===== src/rtl/hazard_control_unit.sv =====
// =============================================================================
// Module   : hazard_control_unit
// Brief    : Load-use / ID-branch hazard stalls, taken flush, halt drain.
//            Optional stall counter enabled by macro HAZARD_STALL_CNT_EN.
// Revision : 1.0 - initial release
// =============================================================================
`default_nettype none

module hazard_control_unit #(
   parameter int NB_REG_ADDR  = 5,
   parameter int DRAIN_CYCLES = 4,
   parameter int NB_CNT       = 32
) (
   input  logic                   i_clock,
   input  logic                   i_reset,
   input  logic                   i_valid,
   input  logic [NB_REG_ADDR-1:0] i_rs,
   input  logic [NB_REG_ADDR-1:0] i_rt,
   input  logic                   i_uses_rt,
   input  logic                   i_branch,
   input  logic                   i_jump_rs,
   input  logic                   i_taken,
   input  logic                   i_halt,
   input  logic [NB_REG_ADDR-1:0] i_rd_ex,
   input  logic                   i_we_ex,
   input  logic                   i_memread_ex,
   input  logic [NB_REG_ADDR-1:0] i_rd_mem,
   input  logic                   i_we_mem,
   input  logic                   i_memread_mem,
   output logic                   o_stall,
   output logic                   o_bubble,
   output logic                   o_flush,
   output logic                   o_halted,
   output logic [NB_CNT-1:0]      o_stall_cnt
);

   localparam int NB_DRAIN = (DRAIN_CYCLES > 1) ? $clog2(DRAIN_CYCLES) : 1;
   localparam logic [NB_DRAIN-1:0] C_DRAIN_LOAD = NB_DRAIN'(DRAIN_CYCLES - 1);

   typedef enum logic [1:0] {
      RUN    = 2'd0,
      DRAIN  = 2'd1,
      HALTED = 2'd2
   } state_t;

   state_t              r_state;
   state_t              w_state_next;
   logic [NB_DRAIN-1:0] r_drain_cnt;
   logic [NB_DRAIN-1:0] w_drain_cnt_next;

   logic w_hit_ex_a;
   logic w_hit_ex_b;
   logic w_hit_mem_a;
   logic w_hit_mem_b;
   logic w_load_use;
   logic w_br_hz;
   logic w_jr_hz;
   logic w_hazard;

   // Register 0 is hardwired, so a write to it never creates a dependency.
   assign w_hit_ex_a  = (i_rs == i_rd_ex) & i_we_ex & (i_rd_ex != '0);
   assign w_hit_ex_b  = i_uses_rt & (i_rt == i_rd_ex) & i_we_ex & (i_rd_ex != '0);
   assign w_hit_mem_a = (i_rs == i_rd_mem) & i_we_mem & (i_rd_mem != '0);
   assign w_hit_mem_b = i_uses_rt & (i_rt == i_rd_mem) & i_we_mem & (i_rd_mem != '0);

   assign w_load_use = i_memread_ex & (w_hit_ex_a | w_hit_ex_b);
   assign w_br_hz    = i_branch & (w_hit_ex_a | w_hit_ex_b
                                   | (i_memread_mem & (w_hit_mem_a | w_hit_mem_b)));
   assign w_jr_hz    = i_jump_rs & (w_hit_ex_a | (i_memread_mem & w_hit_mem_a));
   assign w_hazard   = w_load_use | w_br_hz | w_jr_hz;

   always_ff @(posedge i_clock) begin
      if (i_reset) begin
         r_state     <= RUN;
         r_drain_cnt <= '0;
      end else if (i_valid) begin
         r_state     <= w_state_next;
         r_drain_cnt <= w_drain_cnt_next;
      end
   end

   always_comb begin
      w_state_next     = r_state;
      w_drain_cnt_next = r_drain_cnt;
      o_stall          = 1'b0;
      o_bubble         = 1'b0;
      o_flush          = 1'b0;
      o_halted         = 1'b0;
      if (!i_reset) begin
         case (r_state)
            RUN: begin
               // A stalled ID instruction is re-presented, so its taken/halt
               // status is acted upon only once the hazard clears.
               if (w_hazard) begin
                  o_stall  = 1'b1;
                  o_bubble = 1'b1;
               end else if (i_halt) begin
                  o_stall          = 1'b1;
                  o_bubble         = 1'b1;
                  w_state_next     = DRAIN;
                  w_drain_cnt_next = C_DRAIN_LOAD;
               end else if (i_taken) begin
                  o_flush = 1'b1;
               end
            end
            DRAIN: begin
               o_stall  = 1'b1;
               o_bubble = 1'b1;
               o_flush  = 1'b1;
               if (r_drain_cnt == '0) begin
                  w_state_next = HALTED;
               end else begin
                  w_drain_cnt_next = r_drain_cnt - 1'b1;
               end
            end
            HALTED: begin
               o_stall  = 1'b1;
               o_bubble = 1'b1;
               o_halted = 1'b1;
            end
            default: begin
               w_state_next = RUN;
            end
         endcase
      end
   end

`ifdef HAZARD_STALL_CNT_EN
   logic [NB_CNT-1:0] r_stall_cnt;

   // Counts hazard stalls only; halt-related stall cycles are excluded.
   always_ff @(posedge i_clock) begin
      if (i_reset) begin
         r_stall_cnt <= '0;
      end else if (i_valid && (r_state == RUN) && w_hazard && (r_stall_cnt != '1)) begin
         r_stall_cnt <= r_stall_cnt + 1'b1;
      end
   end

   assign o_stall_cnt = r_stall_cnt;
`else
   assign o_stall_cnt = '0;
`endif

endmodule

`default_nettype wire


===== config.mk =====
export PLATFORM = sky130hd
export DESIGN_NAME = hazard_control_unit
export DESIGN_NICKNAME = d
export VERILOG_FILES = /design/src/rtl/hazard_control_unit.sv
export SDC_FILE = /design/constraint.sdc
export NUM_CORES = 1
export LEC_CHECK = 0
export CORE_MARGIN = 2
export CORE_UTILIZATION = 49
export DETAILED_ROUTE_END_ITERATION = 6
export DONT_BUFFER_PORTS = 1
export GPL_ROUTABILITY_DRIVEN = 0
export GPL_TIMING_DRIVEN = 0
export PLACE_DENSITY = 0.73
export REMOVE_ABC_BUFFERS = 1
export SETUP_SLACK_MARGIN = 0.1
export SLEW_MARGIN = 0
export SYNTH_ARGS = -nofsm -noshare
export SYNTH_HDL_FRONTEND = slang
export SYNTH_SLANG_ARGS = --single-unit

===== constraint.sdc =====
create_clock -name i_clock -period 3 [get_ports i_clock]
set_clock_uncertainty 0.2 [all_clocks]
set_input_delay 0.3 -clock i_clock [delete_from_list [all_inputs] [get_ports i_clock]]
set_output_delay 0.3 -clock i_clock [all_outputs]
set_load 0.01 [all_outputs]

==> run summary, run 1 <==
Reg2Reg Capture Point - r_state[1]
WL final - 1770 um
initial core utilization - 0.522
Post-Syn Area - 911 um2
post_cts resized - 0
crit path DAT - 1970 ps
DR iter-0 viols - 22
critical path cell sequence - inv_1, ha_1, inv_1, nor2_1, nand2_1, or3_1, a21oi_1
WHS Endpoint - r_state[0]
vias in the first global route - 712
crit path time final - 2470 ps
fmax - 404 MHz
global-route wire length before repair - 2870 um
Startpoint Class - register
Die X - 47.1 um
commonest non-fill, non-tap cell in the layout - conb_1
Seq cells post-synth - 4
final slew viol count - 0
r2r startpoint - r_state[1]
Sw Share - 0.357
R2R cell count - 7
MaxCap Viol Count - 0
Worst path max stage delay - 350 ps
worst slew pin tran - 539 ps
Post-Synth XOR/XNOR Area - 0.192
status - finished clean
TritonRoute pass-1 iters - 4
DP Wirelength - 1550 um
largest net degree at the start of global routing - 8
period utilization - 0.825
worst hold path class - in -> reg
sequential fraction of the synthesis area - 0.0879
Avg Vias per Cell - 5.00
fin util - 0.481
clock root buffer master - clkbuf_4
P_sw - 0.0794 mW
DR WL/cell - 12.2 um
critical-path maximum fanout - 5
htree depth - 1
cell mode on critical path - inv_1
hold depth - 2
hold buffer count at CTS - 0
nets - 159
RSZ-0062 raised after global routing - no
Synth Area in Compound Gates - 0.133
Ys Warns - 0
GRT Total Usage - 0.175
Slowest-stage cell, CP - dfxtp_1
crit end category - output pin
antenna violations before repair - 0
DR vias - 725
Post-Synthesis Cells - 119
Synth cell types - 33
clock power share - 0.293
# Post-CTS Setup Buffers - 0
HP Start - i_reset
Worst-Skew Late Latency - 230 ps
Pint - 0.143 mW
clk buf depth - 2
port bufs - 0
combinational power share - 0.428
IR drop worst, VDD - 0.136 mV
TNS Setup - 0 ps
Reg clk slew, reported paths - 40 ps
most frequent cells in the layout - conb_1, xnor2_1, xor2_1, inv_1, nor2_1
Synth-to-Final Area Change - -7.83%
layout cells sized above 1 - 0.0583
Routed Antenna Nets - 0
Hold Slack - 28.2 ps
total die area - 2220 um2
LEAKAGE - 0.359 nW
Die H - 47.1 um
diode count - 0
Critical Path RT - 2500 ps
Syn Area/Cell - 7.65 um2
Tot Pwr - 0.222 mW
CTS tree - built
post-synthesis mux area share - 0.0124
critical path type - reg -> out
# DRC - 0
Reg2Reg Setup Slack - 750 ps
Clock Sinks - 4
largest family of logic cells by synthesized area - buffers and inverters
Row Count - 15
Num CTS Buffers - 3
Top Ports - 68
max_slew headroom - 0.638
global route overflow - 0
core area - 1750 um2
count of final setup violators - 0
PwrDens - 265 nW/um2
Simple-Gate Fraction of Synth Area - 0.201
sequential power share - 0.279
final hold violation count - 0
Post-Synth Adder-Cell Area - 0.0687
## worst max-delay path: cells and delay by family (launching register included)
kind	cells	cell delay (ps)
buffers and inverters	2	250
AO/OA/AOI/OAI	1	280
AND/OR/NAND/NOR	3	590
flip-flops	1	350
adder cells (fa/ha/maj)	1	260
## per-layer routing
layer	GRT usage	routed length (um)	vias up
li1	-	-	349
met1	0.208	705	339
met2	0.329	953	33
met3	0.0231	84	4
met4	0.0444	23	0
met5	0	0	-
## stage by stage
step           setup WS (ps)  area (um2)  std cells
2_1_floorplan            616         779        117
6_report                 525         840        145
3_3_place_gp             332         811        142
4_1_cts                  325         833        145
5_1_grt                  288         840        145
3_5_place_dp             329         811        142
## worst max-delay path by stage
stage,cells past startpoint,to,startpoint,slack (ps)
floorplan,6,o_bubble,i_rs[4],620
global placement,6,o_stall,i_rt[3],330
detailed placement,6,o_stall,i_rt[3],330
CTS,6,o_stall,i_rt[3],330
global route,6,o_bubble,i_rt[3],290
finish,7,o_flush,r_state[1],530
## area by class of cell
| class | instances | area (um2) |
|---|---|---|
| clock buffers | 3 | 22.5 |
| fillers | 174 | 906 |
| well taps | 25 | 31.3 |
| flip-flops and latches | 4 | 80.1 |
| multi-input cells | 106 | 679 |
| inverters | 7 | 26.3 |
## power groups by stage
stage                     registers [mW]  clock network [mW]  logic (mW)
after global placement            0.0625                   0      0.0901
after CTS                         0.0620              0.0667      0.0932
after global routing              0.0625              0.0716       0.109
after floorplan                   0.0618                   0      0.0821
final                             0.0621              0.0651      0.0952
after detailed placement          0.0627                   0      0.0928
## state kept, by name, summed over array words and instances (netlist names)
name / flops
r_drain_cnt: 2
r_state: 2
## Yosys cell counts
library cell  instances  area share
o21a_1                1      0.0082
o311a_1               1       0.011
nor4b_1               1      0.0096
a21boi_0              1      0.0082
nand3_1               2       0.011
or3_2                 1      0.0082
o21ai_0               3       0.016
a21o_1                1      0.0082
dfxtp_1               4       0.088
or3_1                 2       0.014
mux2_2                1       0.012
xnor2_1              12        0.12
conb_1                1      0.0041
nor2b_1               2       0.014
ha_1                  5       0.069
or4_1                 1      0.0082
o221a_2               1       0.012
o221a_1               1       0.012
a21oi_1               4       0.022
inv_1                 7       0.029
nor4_1                5       0.034
o31ai_1               1      0.0082
nand2b_1              1      0.0069
nand3b_1              2       0.016
o22a_1                1      0.0096
nor2_1                6       0.025
and4_1                1      0.0096
buf_4                33        0.27
or4b_1                1       0.011
nand2_1               3       0.012
xor2_1                8       0.077
o211ai_1              2       0.016
nand4_1               3       0.021
## cells by family after synthesis
logic type / count (synthesis)
XOR/XNOR: 20
AO/OA/AOI/OAI: 17
adder cells (fa/ha/maj): 5
multiplexers: 1
buffers and inverters: 40
AND/OR/NAND/NOR: 31
flip-flops: 4
other: 1
Note: power is estimated with default switching activity, not from simulation.
==> run 2, diff against run 1 <==
--- a/config.mk
+++ b/config.mk
@@ -11,7 +11,7 @@
 export DONT_BUFFER_PORTS = 1
 export GPL_ROUTABILITY_DRIVEN = 0
 export GPL_TIMING_DRIVEN = 0
-export PLACE_DENSITY = 0.73
+export PLACE_DENSITY = 0.75
 export REMOVE_ABC_BUFFERS = 1
 export SETUP_SLACK_MARGIN = 0.1
 export SLEW_MARGIN = 0
==> constraint.sdc (replaced) <==
create_clock -name i_clock -period 2.27 [get_ports i_clock]
set_clock_uncertainty 0.2 [all_clocks]
set_input_delay 0.227 -clock i_clock [delete_from_list [all_inputs] [get_ports i_clock]]
set_output_delay 0.227 -clock i_clock [all_outputs]
set_load 0.01 [all_outputs]
==> run summary, run 2 (synthesized netlist as in run 1, its figures left out) <==
status - finished clean
multi-input logic area - 729 um2
# DRC - 0
htree depth - 1
port bufs - 0
Num CTS Buffers - 3
Die H - 47.1 um
crit end category - output pin
register area - 85.1 um2
clock root buffer master - clkbuf_4
Top Ports - 68
crit path DAT - 1700 ps
GRT Total Usage - 0.175
CP top delay family - simple AND/OR/NAND/NOR gates
global-route wire length before repair - 2760 um
Finished Layout Cells - 150
Row Count - 15
nets - 164
Routed Antenna Nets - 0
final slew viol count - 0
Clock Sinks - 4
most frequent cells in the layout - conb_1, xnor2_1, xor2_1, nor2_1
Critical Path RT - 1840 ps
pre-CTS setup slack - -209 ps
Synth-to-Final Area Change - 2.88%
CTS tree - built
DR vias - 755
Startpoint Class - register
DR WL/cell - 13.5 um
global route overflow - 0
Tot Pwr - 0.328 mW
critical path type - reg -> out
Fillers - 170
largest net degree at the start of global routing - 7
LEAKAGE - 0.386 nW
worst hold path class - in -> reg
Largest regs - r_drain_cnt x2, r_state x2
worst slew pin tran - 481 ps
core area - 1750 um2
RSZ-0062 raised after global routing - no
fmax - 469 MHz
DP Wirelength - 1470 um
Reg2Reg Setup Slack - 210 ps
Slowest-stage cell, CP - or3_1
clk buf depth - 2
vias in the first global route - 708
final setup margin - 139 ps
period utilization - 0.939
critical path cell sequence - inv_4, ha_4, inv_2, nor2_2, nand2_1, or3_1, a21oi_2
final hold violation count - 0
layout cells sized above 1 - 0.192
initial core utilization - 0.522
DP Cell Count - 142
Worst-Skew Late Latency - 240 ps
total die area - 2220 um2
count of final setup violators - 0
Worst path max stage delay - 390 ps
crit path time final - 2130 ps
TritonRoute pass-1 iters - 4
Avg Vias per Cell - 5.03
antenna violations before repair - 0
commonest non-fill, non-tap cell in the layout - conb_1
WL final - 2020 um
DR iter-0 viols - 12
Reg clk slew, reported paths - 50 ps
Buf/Inv on CP - 2
PwrDens - 350 nW/um2
Die X - 47.1 um
IR drop worst, VDD - 0.123 mV
MaxCap Viol Count - 0
max_slew headroom - 0.675
diode count - 0
critical-path maximum fanout - 5
## run 2: cell count changes in the layout (fill, tap and decap cells not counted), sizes merged
cell	before	now
buf	0	4
dlygate4sd3	0	1
## run 2: per-layer routing
| layer | vias to the layer above | GRT usage | part of all wire |
|---|---|---|---|
| met5 | - | 0 | 0 |
| met4 | 0 | 0.117 | 0.032 |
| met3 | 8 | 0.0192 | 0.059 |
| met2 | 43 | 0.323 | 0.53 |
| met1 | 343 | 0.183 | 0.38 |
| li1 | 361 | - | - |
## run 2: repair_timing
action / CTS / global route
hold buffers: 1 / 0
pin swaps: 3 / 8
gates resized for setup: 10 / 11
buffers inserted: 1 / 3
setup endpoints to repair: 4 / 4
gates cloned: 0 / 0
hold endpoints to repair: 3 / 0
## run 2: area by class of cell
cell class,instances,area share
Multi-Input combinational cell,106,0.778
Inverter,7,0.0307
Clock buffer,3,0.0240
Sequential cell,4,0.0908
Tap cell,25,0.0334
Timing Repair Buffer,5,0.0427
## run 2: where the power goes
| group | leakage, nW | switching, mW | internal, mW | total (mW) |
|---|---|---|---|---|
| combinational | 0.338 | 0.0835 | 0.0669 | 0.150 |
| sequential | 0.0340 | 0.00546 | 0.0766 | 0.0821 |
| clock | 0.0138 | 0.0360 | 0.0596 | 0.0956 |
| total | 0.386 | 0.125 | 0.203 | 0.328 |
## run 2: final timing paths
path | start | endpoint | cells past startpoint
min | i_reset | r_drain_cnt[0] | 2
max reg2reg | r_state[1] | r_state[1] | 7
max | r_state[1] | o_flush | 7
min reg2reg | r_drain_cnt[1] | r_drain_cnt[1] | 1
## run 2: per-stage QoR
stage	setup TNS (ps)	utilization	area (um2)	hold WS, ps
6_report	0	0.537	937	17.3
5_1_grt	0	0.537	937	25.8
4_1_cts	0	0.505	881	18.8
3_5_place_dp	-465	0.465	811	199
3_3_place_gp	-495	0.465	811	195
2_1_floorplan	0	-	779	185
